### src/rtl/radix5_pkg.sv
// Shared types for the radix-5 input loader: sample and 5-sample frame layouts.
package radix5_pkg;

    localparam int NPT    = 5;
    localparam int DW_DEF = 32;

    typedef struct packed {
        logic [DW_DEF-1:0] re;
        logic [DW_DEF-1:0] img;
    } cplx_t;

    typedef cplx_t [NPT-1:0] frame_t;

endpackage

### src/rtl/radix5_bank.sv
// One 5-slot frame register; writes the addressed slot when wr_en is high.
// Latency: written slot visible the cycle after the write. No backpressure of its own.
module radix5_bank
    import radix5_pkg::*;
(
    input  logic       clk,
    input  logic       rst_n,
    input  logic       wr_en,
    input  logic [2:0] wr_idx,
    input  cplx_t      wr_dat,
    output frame_t     frame_dat
);

    frame_t frame_q;
    frame_t frame_d;

    always_comb begin
        frame_d = frame_q;
        for (int i = 0; i < NPT; i++) begin
            if (wr_en && (wr_idx == 3'(i))) begin
                frame_d[i] = wr_dat;
            end
        end
    end

    always_ff @(posedge clk) begin
        if (!rst_n) begin
            frame_q <= '0;
        end else begin
            frame_q <= frame_d;
        end
    end

    assign frame_dat = frame_q;

endmodule

### src/rtl/radix5_in_loader.sv
// Packs a serial sample stream into ping-pong 5-sample frames for the radix-5 butterfly.
// Latency: out_valid rises the cycle after the 5th accept. in_ready drops only when both banks are full.
// Optional RADIX5_LAST_CHK_EN adds in_last framing checks with an err_frame pulse.
module radix5_in_loader
    import radix5_pkg::*;
#(
    parameter int DW = DW_DEF
) (
    input  logic          clk,
    input  logic          rst_n,
    input  logic [DW-1:0] in_re,
    input  logic [DW-1:0] in_img,
    input  logic          in_valid,
    output logic          in_ready,
`ifdef RADIX5_LAST_CHK_EN
    input  logic          in_last,
    output logic          err_frame,
`endif
    output logic [DW-1:0] x0_re,
    output logic [DW-1:0] x1_re,
    output logic [DW-1:0] x2_re,
    output logic [DW-1:0] x3_re,
    output logic [DW-1:0] x4_re,
    output logic [DW-1:0] x0_img,
    output logic [DW-1:0] x1_img,
    output logic [DW-1:0] x2_img,
    output logic [DW-1:0] x3_img,
    output logic [DW-1:0] x4_img,
    output logic          out_valid,
    input  logic          out_ready,
    output logic [1:0]    fill_lvl
);

    logic       wr_bank_q, wr_bank_d;
    logic       rd_bank_q, rd_bank_d;
    logic [2:0] wr_cnt_q,  wr_cnt_d;
    logic [1:0] full_q,    full_d;

    logic   accept;
    logic   drain;
    logic   last_slot;
    logic   commit;
    logic   abort;
    cplx_t  wr_dat;
    frame_t bank_frame [2];
    frame_t rd_frame;

    assign in_ready  = !full_q[wr_bank_q];
    assign out_valid = full_q[rd_bank_q];
    assign accept    = in_valid && in_ready;
    assign drain     = out_valid && out_ready;
    assign last_slot = (wr_cnt_q == 3'(NPT - 1));
    assign commit    = accept && last_slot;
    assign wr_dat    = '{re: in_re, img: in_img};

`ifdef RADIX5_LAST_CHK_EN
    logic err_frame_q, err_frame_d;

    // An early in_last drops the partial frame; a missing in_last on slot 4 still commits.
    assign abort       = accept && in_last && !last_slot;
    assign err_frame_d = abort || (commit && !in_last);
    assign err_frame   = err_frame_q;

    always_ff @(posedge clk) begin
        if (!rst_n) begin
            err_frame_q <= 1'b0;
        end else begin
            err_frame_q <= err_frame_d;
        end
    end
`else
    assign abort = 1'b0;
`endif

    always_comb begin
        wr_bank_d = wr_bank_q;
        rd_bank_d = rd_bank_q;
        wr_cnt_d  = wr_cnt_q;
        full_d    = full_q;
        // Drain and commit always target different banks, so both may apply together.
        if (drain) begin
            full_d[rd_bank_q] = 1'b0;
            rd_bank_d         = !rd_bank_q;
        end
        if (commit) begin
            full_d[wr_bank_q] = 1'b1;
            wr_bank_d         = !wr_bank_q;
            wr_cnt_d          = '0;
        end else if (abort) begin
            wr_cnt_d = '0;
        end else if (accept) begin
            wr_cnt_d = wr_cnt_q + 3'd1;
        end
    end

    always_ff @(posedge clk) begin
        if (!rst_n) begin
            wr_bank_q <= 1'b0;
            rd_bank_q <= 1'b0;
            wr_cnt_q  <= '0;
            full_q    <= '0;
        end else begin
            wr_bank_q <= wr_bank_d;
            rd_bank_q <= rd_bank_d;
            wr_cnt_q  <= wr_cnt_d;
            full_q    <= full_d;
        end
    end

    for (genvar b = 0; b < 2; b++) begin : g_bank
        radix5_bank u_bank (
            .clk       (clk),
            .rst_n     (rst_n),
            .wr_en     (accept && (wr_bank_q == 1'(b))),
            .wr_idx    (wr_cnt_q),
            .wr_dat    (wr_dat),
            .frame_dat (bank_frame[b])
        );
    end

    assign rd_frame = rd_bank_q ? bank_frame[1] : bank_frame[0];

    assign x0_re  = rd_frame[0].re;
    assign x1_re  = rd_frame[1].re;
    assign x2_re  = rd_frame[2].re;
    assign x3_re  = rd_frame[3].re;
    assign x4_re  = rd_frame[4].re;
    assign x0_img = rd_frame[0].img;
    assign x1_img = rd_frame[1].img;
    assign x2_img = rd_frame[2].img;
    assign x3_img = rd_frame[3].img;
    assign x4_img = rd_frame[4].img;

    assign fill_lvl = {1'b0, full_q[0]} + {1'b0, full_q[1]};

endmodule

### config.mk
export PLATFORM = sky130hd
export DESIGN_NAME = radix5_in_loader
export DESIGN_NICKNAME = d
export VERILOG_FILES = /design/src/rtl/radix5_pkg.sv /design/src/rtl/radix5_bank.sv /design/src/rtl/radix5_in_loader.sv
export SDC_FILE = /design/constraint.sdc
export NUM_CORES = 2
export LEC_CHECK = 0
export ABC_CLOCK_PERIOD_IN_PS = 4300
export BUFFER_PORTS_ARGS = -buffer_cell sky130_fd_sc_hd__clkbuf_2
export CAP_MARGIN = 0
export CELL_PAD_IN_SITES_DETAIL_PLACEMENT = 0
export CELL_PAD_IN_SITES_GLOBAL_PLACEMENT = 2
export CORE_MARGIN = 2
export CORE_UTILIZATION = 41
export CTS_BUF_LIST = sky130_fd_sc_hd__clkbuf_4 sky130_fd_sc_hd__clkbuf_8
export DETAILED_ROUTE_END_ITERATION = 7
export GPL_TIMING_DRIVEN = 0
export MAX_ROUTING_LAYER = met4
export PLACE_DENSITY_LB_ADDON = 0.1
export RECOVER_POWER = 25
export SLEW_MARGIN = 20
export SYNTH_ARGS = -nofsm -noshare
export SYNTH_HDL_FRONTEND = slang
export SYNTH_HIERARCHICAL = 1
export SYNTH_SLANG_ARGS = --single-unit
export TNS_END_PERCENT = 20
### constraint.sdc
create_clock -name clk -period 4.3 [get_ports clk]
set_clock_uncertainty 0.15 [all_clocks]
set_input_delay 0.86 -clock clk [delete_from_list [all_inputs] [get_ports clk]]
set_output_delay 0.86 -clock clk [all_outputs]
set_load 0.02 [all_outputs]
* Word level (Yosys, flattened, before mapping)
Cells that the tools add are included.
Word-level totals: bits of input ports 68, word-level logic and storage cells 72, bits in registers 647, output and inout port bits 324
Operators by class: $add $sub $neg 2, reduce and logical (&&, ||, !) cells 22, bitwise logic cells 5, magnitude comparators 4, mux-type cells 11, eq/ne operators 4
Operators with widths (number):
- 320-bit two-way mux | 1
- 1-bit logical AND | 17
- 3-bit by 2-bit equality test with 1-bit output (second input constant) | 2
- 1-bit two-way mux | 6
- 1-bit by 2-bit < comparator with 1-bit output (second input constant) | 2
- 2-bit two-way mux | 2
- 3-bit by 1-bit adder with 3-bit output (second input constant) | 1
- 3-bit by 1-bit equality test with 1-bit output (second input constant) | 1
- 3-bit equality test (second input constant) | 1
- 1-bit zero test | 3
- 3-bit zero test | 1
- 1-bit by 1-bit adder with 2-bit output | 1
- 2-bit AND | 1
- 1-bit demux with 1-bit select | 2
- 1-bit >= comparator (second input constant) | 2
- 1-bit NOT | 2
- 2-bit NOT | 1
- 2-bit bitwise OR | 1
- 2-bit OR reduction | 1

* Logic depth before layout (Yosys ltp)
depth after elaboration 9, depth in mapped cells 6, gate-level depth less buffers 5

* Hierarchy
Netlist, hierarchy kept.
By module, submodules not included:
- radix5_bank | times used 2, cells an instance 1107, area an instance 11738.8 µm²
- radix5_in_loader | times used 1, cells an instance 399, area an instance 5280.1 µm²

* Least setup slack after synthesis
OpenSTA, ideal clock, no wires.
path kind in2reg, start point input port in_valid, end point register g_bank[0].u_bank.frame_q, in the netlist g_bank[0].u_bank/frame_dat[0], data arrival time 2.024 ns, required time 4.078 ns, stages on the path 5, setup slack 2.055 ns, path through nor3b_1 nor4b_4 buf_12 buf_12 mux2i_1
On the way: cells in the longest elaborated chain, start to end 3
Ends and longest elaborated chain:
- start, declared | RTL line radix5_in_loader.sv:13 | input logic in_valid,
- 1-bit logical AND | RTL line radix5_in_loader.sv:50 | assign accept = in_valid && in_ready;
- 1-bit logical AND | RTL line radix5_in_loader.sv:114 | .wr_en (accept && (wr_bank_q == 1'(b))),
- 1-bit logical AND | RTL line radix5_bank.sv:20 | if (wr_en && (wr_idx == 3'(i))) begin
- end signal, assigned | RTL line radix5_bank.sv:30 | frame_q <= frame_d;
- end, declared | RTL line radix5_bank.sv:14 | frame_t frame_q;
No other way between the ends. A chain may end at the register's enable or synchronous reset.

* Final worst setup path
start point register full_q[1], end point register g_bank[1].u_bank.frame_q, in the netlist g_bank[1].u_bank/frame_dat[57]
On the way: cells in the longest elaborated chain, start to end 6
Ends and longest elaborated chain:
- start, declared | RTL line radix5_in_loader.sv:37 | logic [1:0] full_q, full_d;
- start signal, assigned | RTL line radix5_in_loader.sv:106 | full_q <= full_d;
- 1-bit two-way mux (not written as such) (2 in series) | RTL line radix5_in_loader.sv:48 | assign in_ready = !full_q[wr_bank_q];
- 1-bit zero test | RTL line radix5_in_loader.sv:48
- 1-bit logical AND | RTL line radix5_in_loader.sv:50
- 1-bit logical AND | RTL line radix5_in_loader.sv:114
- 1-bit logical AND | RTL line radix5_bank.sv:20
- end signal, assigned | RTL line radix5_bank.sv:30
- end, declared | RTL line radix5_bank.sv:14
No other way between the ends. The select of a mux whose other input is x is not followed.

==> run summary <==
Cell variety after synth -> 30
Die ar. -> 0.0723 sq mm
Peak VDD IR -> 181 uV
Power Total -> 0.0133 W
Cell-internal power -> 0.00992 W
Layout area overhead -> 18.4%
# DRC -> 0
Crit path buf inv count -> 2
Slew of the pin with the lowest slew margin -> 1510 ps
Remaining global-route overflow -> 0
Worst path slowest cell -> clkbuf_1
Clock Power Share -> 0.453
Worst EP required -> 4780 ps
Initial Util -> 0.412
Cell Area, Placed -> 0.0319 sq mm
CTS tree -> built
Port Buf Inserts -> 390
Post-CTS setup buffer count -> 0
# setup viols final -> 0
Mapped Cells -> 2613
Critical Path Max Stage Delay -> 1130 ps
Pwr dens -> 391 mW/mm^2
NetSw -> 0.00337 W
Post-Route WL -> 96900 um
Normalized max-slew margin -> -0.00452
Routed vias -> 20.9k
Post-synth top area cell -> dfxtp_1
Worst Hold Launch -> out_ready
Placer Congestion -> 0.832
Adder-cell share of the synthesized area -> 0.00131
CP Capture Type -> flip-flop
Syn nets -> 2684
Count leader, synth -> nand2_1
Sw Share -> 0.254
Post-synthesis compound-gate area fraction -> 0.00239
Htree depth -> 3
Min-Delay Path Depth -> 2
Commonest cells in the netlist -> 773 x nand2_1, 647 x dfxtp_1, 642 x mux2i_1, 246 x mux2_4, 77 x buf_6
Routing usage on met1 -> 0.335
Io pins -> 392
Status -> finished, violations left
Cts bufs inserted -> 112
RR Startpoint -> full_q[1]$_SDFF_PN0_
Core ar. -> 0.0698 sq mm
WHS -> 276 ps
Count of state elements after synthesis -> 647
Drt wl/cell -> 23.3 um
Root Driver -> clkbuf_8
Max_cap viols -> 1
Worst-path fanout max -> 10
Met3 Track Usage GR -> 0.0480
Cell Rows -> 97
Seq pwr share -> 0.463
Top cells by area, synth -> dfxtp_1 45%, mux2i_1 22%, mux2_4 13%
Share of cells above drive strength 1 -> 0.318
XOR/XNOR Fraction of Synth Area -> 0
Main combinational cell family by area after synthesis -> multiplexers
Final Hold Viols -> 0
Design area -> 0.0341 sq mm
First-pass GRT wire length -> 139000 um
Register area share after synthesis -> 0.450
Crit share post-route -> 0.790
Critical path arrival -> 3880 ps
Busiest grt layer -> met2
PostCTS Resize Cnt -> 0
R2r setup slk -> 900 ps
Initial antenna violation count -> 5
Max-slew violations -> 11
DRT antenna net count -> 0
Crit Path Class -> flip-flop to flip-flop
WHS Endpoint -> rd_bank_q$_SDFFE_PN0N_
Vias per cell -> 5.02
Clock Sinks -> 647
Overall Global Routing Usage -> 0.270
FFs w/ async S/R, synth -> 0
Leak pwr -> 17.2 nW
Post-synthesis mux area share -> 0.382
Post-synth top area share -> 0.450
F_max -> 294 MHz
Drt pass-1 iters -> 5
Die span in x -> 269 um
Nets -> 3188
Crit path time final -> 3400 ps
R2R Path End -> g_bank[1].u_bank/frame_dat[57]$_SDFFE_PN0P_
Ys Warns -> 6
HP Class -> input pin to flip-flop
Pin count of the biggest net entering global routing -> 15
Post-synth EDFFs -> 0
Clk pin slew, worst setup/hold paths -> 70 ps
First DRT Iteration DRCs -> 1142
Worst setup SP type -> flip-flop
GRT met2 Usage -> 0.441
Post-route setup TNS -> 0 ps
Clock latency on the worst-skew pair -> 700 ps
Synth Area in Simple Gates -> 0.108
Main flop type after synthesis -> dfxtp_1
HPWL after DPL -> 68000 um
Crit-path most repeated cell -> clkbuf_1
Mean Syn Cell Area -> 11.0 sq um
Cell Chain, Critical Path -> and3b_1 -> nor4b_1 -> clkbuf_1 -> clkbuf_1 -> mux2i_1
Chip height -> 269 um
CTS Hold Buffers Added -> 0
Max Buffers Root-to-Sink -> 3
Violated checks -> capacitance limit, slew limit
Finished Core Util -> 0.488
CP delay by family, top -> buffers and inverters
Combinational share of power -> 0.084
RSZ-0062 raised after global routing -> no
Fill count -> 6586
Synthesized area -> 0.0288 sq mm
Vias in the first global route -> 21.6k
Worst Reg2Reg Path Length in Cells -> 5
cell type report:
cell class	count	area, sq um	share of cell area
Antenna cell	6	15.0	0.000441
Buffer	193	1330	0.0391
Clock buffer	188	2360	0.0692
Clock inverter	17	93.8	0.00276
Inverter	4	15.0	0.000441
Multi-Input combinational cell	1769	14200	0.416
Sequential cell	647	13000	0.380
Tap cell	940	1180	0.0345
Timing Repair Buffer	390	1950	0.0573
per-stage QoR:
step / cells / worst slack [ps]
finish: 4154 / 901
global route: 4153 / 819
CTS: 4148 / 929
detailed placement: 3943 / 1570
global placement: 3943 / 1610
floorplan: 2613 / 2050
worst max-delay path by stage:
| stage | startpoint | end | slack, ps | cells after the start |
|---|---|---|---|---|
| 2_1_floorplan | in_valid | g_bank[0].u_bank/frame_dat[0]$_SDFFE_PN0P_ | 2050 | 5 |
| 3_3_place_gp | in_valid | g_bank[0].u_bank/frame_dat[35]$_SDFFE_PN0P_ | 1610 | 6 |
| 3_5_place_dp | in_valid | g_bank[0].u_bank/frame_dat[51]$_SDFFE_PN0P_ | 1570 | 6 |
| 4_1_cts | rd_bank_q$_SDFFE_PN0N_ | x1_re[4] | 930 | 5 |
| 5_1_grt | full_q[1]$_SDFF_PN0_ | g_bank[1].u_bank/frame_dat[57]$_SDFFE_PN0P_ | 820 | 5 |
| 6_report | full_q[1]$_SDFF_PN0_ | g_bank[1].u_bank/frame_dat[57]$_SDFFE_PN0P_ | 900 | 5 |
worst register-to-register path: stages (launching register included):
cell and delay (ps):
dfxtp_1 410, and3b_1 350, nor4b_1 240, clkbuf_1 1130, clkbuf_1 760, mux2i_1 290
power by group through the flow:
stage,Sequential [W],Clock [W],Combinational [W]
after floorplan,0.00628,0,0.000696
final,0.00616,0.00602,0.00112
after global placement,0.00628,0,0.00111
after CTS,0.00616,0.00615,0.00112
after global routing,0.00617,0.00644,0.00117
after detailed placement,0.00629,0,0.00112
flip-flops by register name (all words and copies together) (netlist names):
| register | count |
|---|---|
| wr_cnt_q | 3 |
| full_q | 2 |
| g_bank.u_bank/frame_dat | 640 |
| rd_bank_q | 1 |
| wr_bank_q | 1 |
placed cells by master (no fill, tap or decap), drive strengths merged, types with 5 or more instances in the layout:
cell type  count
buf          102
clkbuf       669
clkinv        14
dfxtp        647
diode          6
inv            5
mux2         321
mux2i        643
nand2        774
nand4bb        6
per-layer routing:
metal	vias up	wire length, um
li1	9858	-
met1	10300	42400
met2	524	46600
met3	152	5020
met4	0	2890
met5	-	0
cell families (layout without fill, tap and decap cells):
logic type | after synthesis | after routing
multiplexers | 964 | 964
buffers and inverters | 197 | 792
AND/OR/NAND/NOR | 793 | 793
AO/OA/AOI/OAI | 9 | 9
other | 0 | 6
flip-flops | 647 | 647
adder cells (fa/ha/maj) | 3 | 3
(Power assumes the default switching activity.)
